**src/rtl/mlaccel_xspi_pkg.sv**
```systemverilog
// Shared encodings and helpers for the xSPI host-link slave front end.
package mlaccel_xspi_pkg;

  localparam logic [1:0] MODE_X1 = 2'd0;
  localparam logic [1:0] MODE_X2 = 2'd1;
  localparam logic [1:0] MODE_X4 = 2'd2;

  typedef enum logic [1:0] {IDLE, RX, TURN, TX} xspi_state_t;

  // Output-enable mask per lane mode; the reserved mode behaves as x4.
  function automatic logic [3:0] lane_mask(input logic [1:0] m);
    case (m)
      MODE_X1: return 4'b0010;
      MODE_X2: return 4'b0011;
      default: return 4'b1111;
    endcase
  endfunction

  function automatic logic [3:0] lane_cnt(input logic [1:0] m);
    case (m)
      MODE_X1: return 4'd1;
      MODE_X2: return 4'd2;
      default: return 4'd4;
    endcase
  endfunction

endpackage

```
**src/rtl/mlaccel_sync_fifo.sv**
```systemverilog
// Small synchronous FIFO with first-word fall-through read and a flush input.
module mlaccel_sync_fifo #(
  parameter int WIDTH = 8,
  parameter int DEPTH = 4
) (
  input  logic             clock,
  input  logic             reset,
  input  logic             flush,
  input  logic             push,
  input  logic [WIDTH-1:0] wdata,
  input  logic             pop,
  output logic [WIDTH-1:0] rdata,
  output logic             full,
  output logic             empty
);
  localparam int AW = $clog2(DEPTH);

  logic [WIDTH-1:0] mem [DEPTH];
  logic [AW-1:0]    wptr, rptr;
  logic [AW:0]      count;
  logic             do_push, do_pop;

  assign empty   = (count == '0);
  assign full    = (count == (AW+1)'(DEPTH));
  assign do_pop  = pop && !empty;
  // A pop in the same cycle frees a slot, so a full FIFO can still take a push.
  assign do_push = push && (!full || do_pop);
  assign rdata   = mem[rptr];

  always_ff @(posedge clock) begin
    if (do_push) mem[wptr] <= wdata;
  end

  always_ff @(posedge clock) begin
    if (reset || flush) begin
      wptr  <= '0;
      rptr  <= '0;
      count <= '0;
    end else begin
      if (do_push) wptr <= wptr + AW'(1);
      if (do_pop)  rptr <= rptr + AW'(1);
      case ({do_push, do_pop})
        2'b10:   count <= count + (AW+1)'(1);
        2'b01:   count <= count - (AW+1)'(1);
        default: count <= count;
      endcase
    end
  end

endmodule

```
**src/rtl/mlaccel_xspi_slave.sv**
```systemverilog
// xSPI slave front end: syncs the host pins, deserialises x1/x2/x4 frames into
// bytes and serialises TX FIFO bytes back after a dummy turnaround.
module mlaccel_xspi_slave #(
  parameter int SYNC_STAGES = 2,
  parameter int TX_DEPTH    = 4,
  parameter int DUMMY_W     = 4
) (
  input  logic               clock,
  input  logic               reset,
  input  logic               csb_di,
  input  logic               sclk_di,
  input  logic [3:0]         io_di,
  output logic [3:0]         io_do,
  output logic [3:0]         io_oe,
  output logic               rdy_do,
  output logic               err_do,
  input  logic [1:0]         mode,
  input  logic [DUMMY_W-1:0] dummy,
  input  logic               busy,
  output logic               din_valid,
  output logic               din_start,
  output logic [7:0]         din_data,
  input  logic               turnaround,
  input  logic               dout_valid,
  output logic               dout_ready,
  input  logic [7:0]         dout_data
);
  import mlaccel_xspi_pkg::*;

  logic [SYNC_STAGES-1:0]  csb_sync, sclk_sync;
  logic [SYNC_STAGES:0][3:0] io_sync;
  logic        csb_q, csb_s, csb_rise, sclk_rise, sclk_fall;
  logic [3:0]  rx_io, lanes, tx_cnt, bit_cnt;
  xspi_state_t state, state_nxt;
  logic [1:0]  mode_q;
  logic [7:0]  shreg, rx_next, tx_sh, fifo_rdata;
  logic [DUMMY_W-1:0] dcnt;
  logic        first_byte, err, lock, ready_q;
  logic        fifo_full, fifo_empty, fifo_pop;

  // Sync chains are deliberately not reset so lock sees the true CSB level.
  always_ff @(posedge clock) begin
    csb_sync  <= {csb_sync[SYNC_STAGES-2:0], csb_di};
    sclk_sync <= {sclk_sync[SYNC_STAGES-2:0], sclk_di};
    io_sync   <= {io_sync[SYNC_STAGES-1:0], io_di};
    csb_q     <= csb_sync[SYNC_STAGES-1];
  end

  assign csb_s     = csb_sync[SYNC_STAGES-1];
  assign csb_rise  = csb_s && !csb_q;
  assign sclk_rise = sclk_sync[SYNC_STAGES-2] && !sclk_sync[SYNC_STAGES-1];
  assign sclk_fall = !sclk_sync[SYNC_STAGES-2] && sclk_sync[SYNC_STAGES-1];
  assign rx_io     = io_sync[SYNC_STAGES];
  assign lanes     = lane_cnt(mode_q);

  always_ff @(posedge clock) begin
    if (reset) state <= IDLE;
    else       state <= state_nxt;
  end

  always_comb begin
    state_nxt = state;
    case (state)
      IDLE:    if (!csb_s && !lock) state_nxt = RX;
      RX:      if (turnaround) state_nxt = TURN;
      TURN:    if (dcnt == '0 || (sclk_fall && dcnt == DUMMY_W'(1))) state_nxt = TX;
      default: state_nxt = state;
    endcase
    if (csb_rise) state_nxt = IDLE;
  end

  always_comb begin
    case (mode_q)
      MODE_X1: rx_next = {shreg[6:0], rx_io[0]};
      MODE_X2: rx_next = {shreg[5:0], rx_io[1:0]};
      default: rx_next = {shreg[3:0], rx_io};
    endcase
  end

  always_comb begin
    io_oe = 4'b0000;
    io_do = 4'b0000;
    if (state == TX) begin
      io_oe = lane_mask(mode_q);
      case (mode_q)
        MODE_X1: io_do = {2'b00, tx_sh[7], 1'b0};
        MODE_X2: io_do = {2'b00, tx_sh[7:6]};
        default: io_do = tx_sh[7:4];
      endcase
    end
  end

  assign fifo_pop   = (state == TX) && sclk_fall && (tx_cnt == 4'd0) && !csb_rise;
  assign dout_ready = ready_q && !fifo_full && !csb_rise;

  always_ff @(posedge clock) begin
    if (reset) begin
      mode_q <= MODE_X1;  shreg <= '0;  bit_cnt <= '0;  first_byte <= 1'b1;
      dcnt <= '0;  tx_sh <= '0;  tx_cnt <= '0;  err <= 1'b0;  lock <= 1'b1;
      ready_q <= 1'b0;  rdy_do <= 1'b0;  err_do <= 1'b0;
      din_valid <= 1'b0;  din_start <= 1'b0;  din_data <= '0;
    end else begin
      din_valid <= 1'b0;
      din_start <= 1'b0;
      ready_q   <= 1'b1;
      rdy_do    <= !busy;
      err_do    <= err;
      if (csb_s) lock <= 1'b0;
      if (csb_rise) begin
        bit_cnt <= '0;
        err     <= 1'b0;
      end else begin
        case (state)
          IDLE: begin
            mode_q     <= mode;
            bit_cnt    <= '0;
            tx_cnt     <= '0;
            first_byte <= 1'b1;
          end
          RX: begin
            if (turnaround) begin
              dcnt    <= dummy;
              bit_cnt <= '0;
            end else if (sclk_rise) begin
              shreg <= rx_next;
              if (bit_cnt + lanes == 4'd8) begin
                din_data   <= rx_next;
                din_valid  <= 1'b1;
                din_start  <= first_byte;
                first_byte <= 1'b0;
                bit_cnt    <= '0;
              end else begin
                bit_cnt <= bit_cnt + lanes;
              end
            end
          end
          TURN: if (sclk_fall && dcnt != '0) dcnt <= dcnt - DUMMY_W'(1);
          default: begin
            // Byte boundary: load the next byte, or 0xFF with an underrun flag.
            if (sclk_fall) begin
              if (tx_cnt == 4'd0) begin
                tx_sh  <= fifo_empty ? 8'hFF : fifo_rdata;
                tx_cnt <= 4'd8 - lanes;
                if (fifo_empty) err <= 1'b1;
              end else begin
                tx_sh  <= tx_sh << lanes;
                tx_cnt <= tx_cnt - lanes;
              end
            end
          end
        endcase
      end
    end
  end

  mlaccel_sync_fifo #(.WIDTH(8), .DEPTH(TX_DEPTH)) u_tx_fifo (
    .clock (clock),
    .reset (reset),
    .flush (csb_rise),
    .push  (dout_valid && dout_ready),
    .wdata (dout_data),
    .pop   (fifo_pop),
    .rdata (fifo_rdata),
    .full  (fifo_full),
    .empty (fifo_empty)
  );

endmodule

```
**config.mk**
```make
export PLATFORM = sky130hd
export DESIGN_NAME = mlaccel_xspi_slave
export DESIGN_NICKNAME = d
export VERILOG_FILES = /design/src/rtl/mlaccel_xspi_pkg.sv /design/src/rtl/mlaccel_sync_fifo.sv /design/src/rtl/mlaccel_xspi_slave.sv
export SDC_FILE = /design/constraint.sdc
export NUM_CORES = 1
export LEC_CHECK = 0
export ABC_AREA = 0
export CORE_MARGIN = 2
export CORE_UTILIZATION = 25
export CTS_CLUSTER_SIZE = 40
export DETAILED_ROUTE_END_ITERATION = 10
export GPL_ROUTABILITY_DRIVEN = 0
export GPL_TIMING_DRIVEN = 0
export PLACE_DENSITY = 0.41
export SYNTH_ARGS = -nofsm -noshare
export SYNTH_HDL_FRONTEND = slang
export SYNTH_SLANG_ARGS = --single-unit
```
**constraint.sdc**
```tcl
create_clock -name clock -period 3.2 [get_ports clock]
set_input_delay 0.64 -clock clock [delete_from_list [all_inputs] [get_ports clock]]
set_output_delay 0.64 -clock clock [all_outputs]
set_load 0.01 [all_outputs]
```
==> metrics.txt, run 1 <==
initial drt markers ~120; Tmin final approximately 2.9 ns; fin cells between 700 and 800; Die H 139.8 um; area leader, netlist dfxtp_1; Pre-antenna DRT Iters 6; pre-CTS WS about 0.12 ns; CTS tree yes; Synth Net Count about 470; global-route wire length before repair between 15 and 20 mm; syn_area_per_cell 10.77 um2; Ports between 40 and 50; # fillers 1863; CTS root buffer clkbuf_16; Slew Viols, Final 0; Placement Cell Area 5336 um2; Clock transition at path regs 0.07 ns; RR Startpoint mode_q[1]; Worst setup EP type register; fin worst setup slack 0.3490 ns; Starting Density between 20% and 30%; RSZ-0062 raised after global routing false; worst path arrival time 3.07 ns; max cap viols 0; area delta synth->final 22.37%; reg2reg path depth 10; status finished, final reports clean; final setup violation count 0; total track usage between 10% and 20%; Port Buf Inserts 44; Fin Setup TNS 0 ns; Crit Reg-Reg Endpoint din_data[1]; worst hold start io_sync[7]; share of cells above drive strength 1 a little under a tenth; Peak VDD IR 0.2695 mV; antenna viol nets, final 0; global route overflow 0; Skew-Pair Late Insertion Delay approximately 0.35 ns; Num CTS Buffers 9; post-synth top area share a little under a third; Post-synth top flop dfxtp_1; worst setup path category reg -> reg; die area between 15000 and 20000 um2; Synth Cell Area 4609 um2; Finished Cell Area ~5600 um2; FF+latch count, synth between 100 and 150; sequential share of the synthesized area a little over half; Avg WL per Cell roughly 15 um; reg2reg setup slack ~0.35 ns; Relative slew margins a little under three fifths; Die Wd roughly 140 um; largest net degree at the start of global routing 18; post-DR vias/cell roughly 4.5; Post-Synthesis Cells about 430; vias post-DR between 3000 and 4000; fmax ~350 MHz; distinct cell type count after synthesis 55; worst-margin pin slew about 0.66 ns; Syn. warnings 0; clk sinks around 110; Nets ~530; Post-synth EDFFs 32; Hold Path Class reg -> reg; hpwl dp approximately 7.7 mm; CTS max path bufs 2; Power per Cell Area 504.7 nW/um2; diode count 0; asr flop ratio synth 0%; wirelength, routed about 11 mm; FF/Latch Area 2422 um2; vias in the first global route about 3400; Static Leakage slightly below 2 nW; postcts setup bufs 0; final hold vios 0; DP Cell Count between 700 and 800; antenna violations before repair 0; worst-path maximum fanout 10; Worst EP required about 3.4 ns; Setup crit start kind register; Tcrit/Tclk final 89.09%; most numerous cell in the Yosys netlist dfxtp_1; hold depth 0; core area 18020 um2; Rows approximately 50; Hold EP rx_io[3]; H-tree depth 3; post-detailed-route DRC marker count 0; area of the multi-input gates around 2000 um2; clk_skew approximately 0.0088 ns; synth cell count leaders 73 x dfxtp_1, 39 x nor2_1, 33 x a21oi_1, 32 x edfxtp_1, 27 x nand2_1; Synth area leaders dfxtp_1 32%, edfxtp_1 21%, ha_1 4.9%
==> final cells by class <==
cell class	instances	area share (%)
Tap cell	229	5.080
Clock buffer	13	4.991
Inverter	21	1.398
Buffer	24	1.974
Sequential cell	105	42.95
Timing Repair Buffer	44	7.808
Multi-Input combinational cell	278	35.43
Clock inverter	3	0.3771
==> how the worst max path moves through the flow <==
stage	slack [ns]	to	from	cells past startpoint
2_1_floorplan	0.58	din_data[1]	mode_q[1]	10
4_1_cts	0.09	din_data[1]	mode_q[1]	10
5_1_grt	0.09	din_data[4]	mode_q[1]	10
6_report	0.35	din_data[1]	mode_q[1]	10
3_5_place_dp	0.12	din_data[1]	mode_q[1]	10
3_3_place_gp	0.15	din_data[4]	mode_q[1]	10
==> cells by family after synthesis <==
kind of cell | count (synthesis) | share of synthesized area, %
xor gates and xnor gates | 8 | 1.520
muxes | 30 | 8.686
and+or+nand+nor | 125 | 14.52
AOI/OAI and AO/OA | 95 | 13.08
adders and majority gates | 20 | 5.538
buffers and inverters | 45 | 4.099
DFF | 105 | 52.55
==> worst max-delay path, stage by stage, from the launching register on <==
cell and delay, ns:
dfxtp_1 0.45, clkbuf_2 0.26, nor2_1 0.18, ha_1 0.26
ha_1 0.20, or2_2 0.30, o221a_4 0.27, or4_1 0.40
buf_2 0.19, o211ai_2 0.14, o31ai_1 0.08
==> stage by stage <==
step / hold WS, ns / util (%) / total power, mW
3_3_place_gp: 0.3111 / 29.61 / 1.761
5_1_grt: 0.3361 / 31.29 / 2.978
3_5_place_dp: 0.3128 / 29.61 / 1.766
6_report: 0.3225 / 31.29 / 2.846
4_1_cts: 0.3270 / 31.29 / 2.897
2_1_floorplan: 0.3096 / - / 1.654
==> routing by layer <==
metal  share of wire [%]  wire length (um)  vias up  global-route usage [%]
li1                    -                 -     1645                       -
met1                  46              4813     1545                   13.07
met2                  50              5279       51                   20.05
met3                 3.2               336       11                   3.131
met4                 1.4               146        0                   4.000
met5                   0                 0        -                       0
==> flip-flops by register name, indices dropped and copies added (netlist names), 2 cells and up, named ones only <==
signal	cells
tx_cnt	4
io_sync	8
bit_cnt	4
u_tx_fifo.count	3
u_tx_fifo.mem	32
state	2
csb_sync	2
din_data	8
u_tx_fifo.rptr	2
sclk_sync	2
mode_q	2
dcnt	4
tx_sh	8
shreg	7
u_tx_fifo.wptr	2
rx_io	4
==> cells in the final DEF (no fill, tap or decap), types with 3 or more instances in the layout <==
master / instances
clkdlybuf4s50_1: 44
nand3_1: 11
mux2i_1: 22
mux4_2: 8
nor3_1: 3
xor2_1: 3
or4_1: 3
a21oi_1: 33
clkbuf_16: 10
dfxtp_1: 73
a211o_1: 4
a22oi_1: 5
a31oi_1: 3
nand2_1: 27
nor2_1: 39
and2_1: 3
nand2b_1: 5
nor2b_1: 7
and3_1: 8
o211ai_1: 3
inv_1: 21
o21ai_0: 22
o221ai_1: 4
clkbuf_1: 16
edfxtp_1: 32
ha_1: 18
o21ai_1: 7
xnor2_1: 5
buf_2: 4
==> where the power goes <==
group	internal, mW	switching (mW)	total [mW]
clock	0.620	0.495	1.12
combinational	0.126	0.178	0.304
sequential	1.40	0.0240	1.43
total	2.15	0.697	2.85
==> what timing repair did <==
item | in CTS | in global routing
setup endpoints to repair | 0 | 9
hold buffers | 0 | 0
resized for setup | 0 | 2
Power figures use the tool's default switching activity.
==> run 2: changes to the inputs <==
PLACE_DENSITY = not set   (was 0.41)
==> metrics.txt, run 2 (synthesis results as in run 1) <==
die area 19540 um2; Fin Setup TNS 0 ns; Port Buf Inserts 44; Pre-antenna DRT Iters 4; post-detailed-route DRC marker count 0; clk sinks approximately 110; vias in the first global route around 3400; vias post-DR about 3300; clk_skew ~0.013 ns; Flop pwr share between 50% and 60%; reg2reg setup slack about 0.35 ns; postcts setup bufs 0; worst path arrival time ~3.0 ns; Switching Fraction approximately 24%; worst setup path category reg -> reg; clock network power share 38.5%; share of cells above drive strength 1 under 10%; Relative slew margins a little under three fifths; wirelength, routed approximately 10 mm; Num CTS Buffers 9; worst-margin pin slew around 0.65 ns; H-tree depth 3; antenna viol nets, final 0; Top reg by flops u_tx_fifo.mem; Starting Density about a quarter; total track usage 10.70%; Static Leakage roughly 2.0 nW; Worst Hold Slack 0.3275 ns; diode count 0; max reg flops 32; final hold vios 0; largest net degree at the start of global routing 18; Setup crit start kind register; Avg WL per Cell around 14 um; core area roughly 18000 um2; antenna violations before repair 0; logic gate share of total power ~11%; Die Wd between 100 and 150 um; RR Startpoint mode_q[1]; Tcrit/Tclk final between 80 and 90%; fmax 351.5 MHz; Nets roughly 530; Slew Viols, Final 0; Worst setup EP type register; commonest non-fill, non-tap cell in the layout dfxtp_1; final setup violation count 0; RSZ-0062 raised after global routing false; worst hold start io_sync[3]; post-DR vias/cell ~4.6; Skew-Pair Late Insertion Delay 0.35 ns; CTS root buffer clkbuf_16; Tmin final between 2 and 3 ns; global-route wire length before repair approximately 17 mm; Int Pwr about 2.1 mW; worst-path maximum fanout 10; Rows a little under 50; Finished Cell Area between 5000 and 6000 um2; max cap viols 0; Die H approximately 140 um; Power per Cell Area between 400 and 500 nW/um2; Placement Cell Area 5336 um2; Worst Setup SP mode_q[1]; status finished, final reports clean; Ports 46; P_sw around 690 uW; Worst EP required about 3.4 ns; Peak VDD IR between 0.3 and 0.4 mV; initial drt markers 200; Clock transition at path regs 0.07 ns; CTS max path bufs 2; CTS tree yes; area delta synth->final 22.31%; most frequent cells in the layout 73 x dfxtp_1, 44 x clkdlybuf4s50_1, 39 x nor2_1, 33 x a21oi_1, 32 x edfxtp_1; hpwl dp between 7 and 8 mm; Hold Path Class reg -> reg; global route overflow 0
[run 2: what timing repair did]
| action | in CTS | in global routing |
|---|---|---|
| hold buffers | 0 | 0 |
| resized for setup | 0 | 2 |
| endpoints found under the setup margin | 0 | 8 |
[run 2: routing by layer]
layer	part of all wire, %	wire length, um	vias up	GRT usage (%)
li1	-	-	1655	-
met1	45	4534	1600	12.90
met2	51	5164	48	19.08
met3	3.6	363	11	2.546
met4	1.1	109	0	2.842
met5	0	0	-	0
[run 2: stage by stage]
| stage | total power [mW] | setup slack (ns) | utilization [%] | std cells |
|---|---|---|---|---|
| floorplan | 1.654 | 0.5812 | - | 428 |
| global placement | 1.747 | 0.2438 | 29.61 | 701 |
| detailed placement | 1.762 | 0.1903 | 29.61 | 701 |
| CTS | 2.851 | 0.1720 | 31.27 | 717 |
| global route | 2.934 | 0.1467 | 31.28 | 717 |
| finish | 2.816 | 0.3548 | 31.28 | 717 |
[run 2: final timing paths]
path,endpoint,cells after the start
setup / recovery,din_data[3],10
setup reg to reg,din_data[3],10
hold reg to reg,io_sync[7],0
hold / removal,io_sync[7],0
[run 2: final cells by class]
class	count	area, um2
Timing Repair Buffer	44	440.4
Sequential cell	105	2422
Clock buffer	11	264.0
Multi-Input combinational cell	278	1998
Fill cell	1898	12390
Tap cell	229	286.5
Buffer	24	111.4
Inverter	21	78.83
Clock inverter	5	36.28
[run 2: critical path: stages (launching register included)]
cell and delay [ns]:
dfxtp_1 0.44, clkbuf_2 0.25, nor2_1 0.17, ha_1 0.25, ha_1 0.19, or2_2 0.31
o221a_4 0.27, or4_1 0.40, buf_2 0.19, o21ai_1 0.14, a21oi_1 0.08
[run 2: power groups by stage]
stage / Sequential, mW / Combinational, mW / Clock [mW]
4_1_cts: 1.43 / 0.306 / 1.12
3_3_place_gp: 1.46 / 0.292 / 0
3_5_place_dp: 1.46 / 0.304 / 0
5_1_grt: 1.43 / 0.339 / 1.16
6_report: 1.43 / 0.306 / 1.08
2_1_floorplan: 1.45 / 0.203 / 0
==> run 3: changes to the inputs <==
HOLD_SLACK_MARGIN = 0.12   (was not set)
SLEW_MARGIN = 40   (was not set)
==> results of run 3 <==
No change in the layout: final DEF, timing and power equal those of run 2.
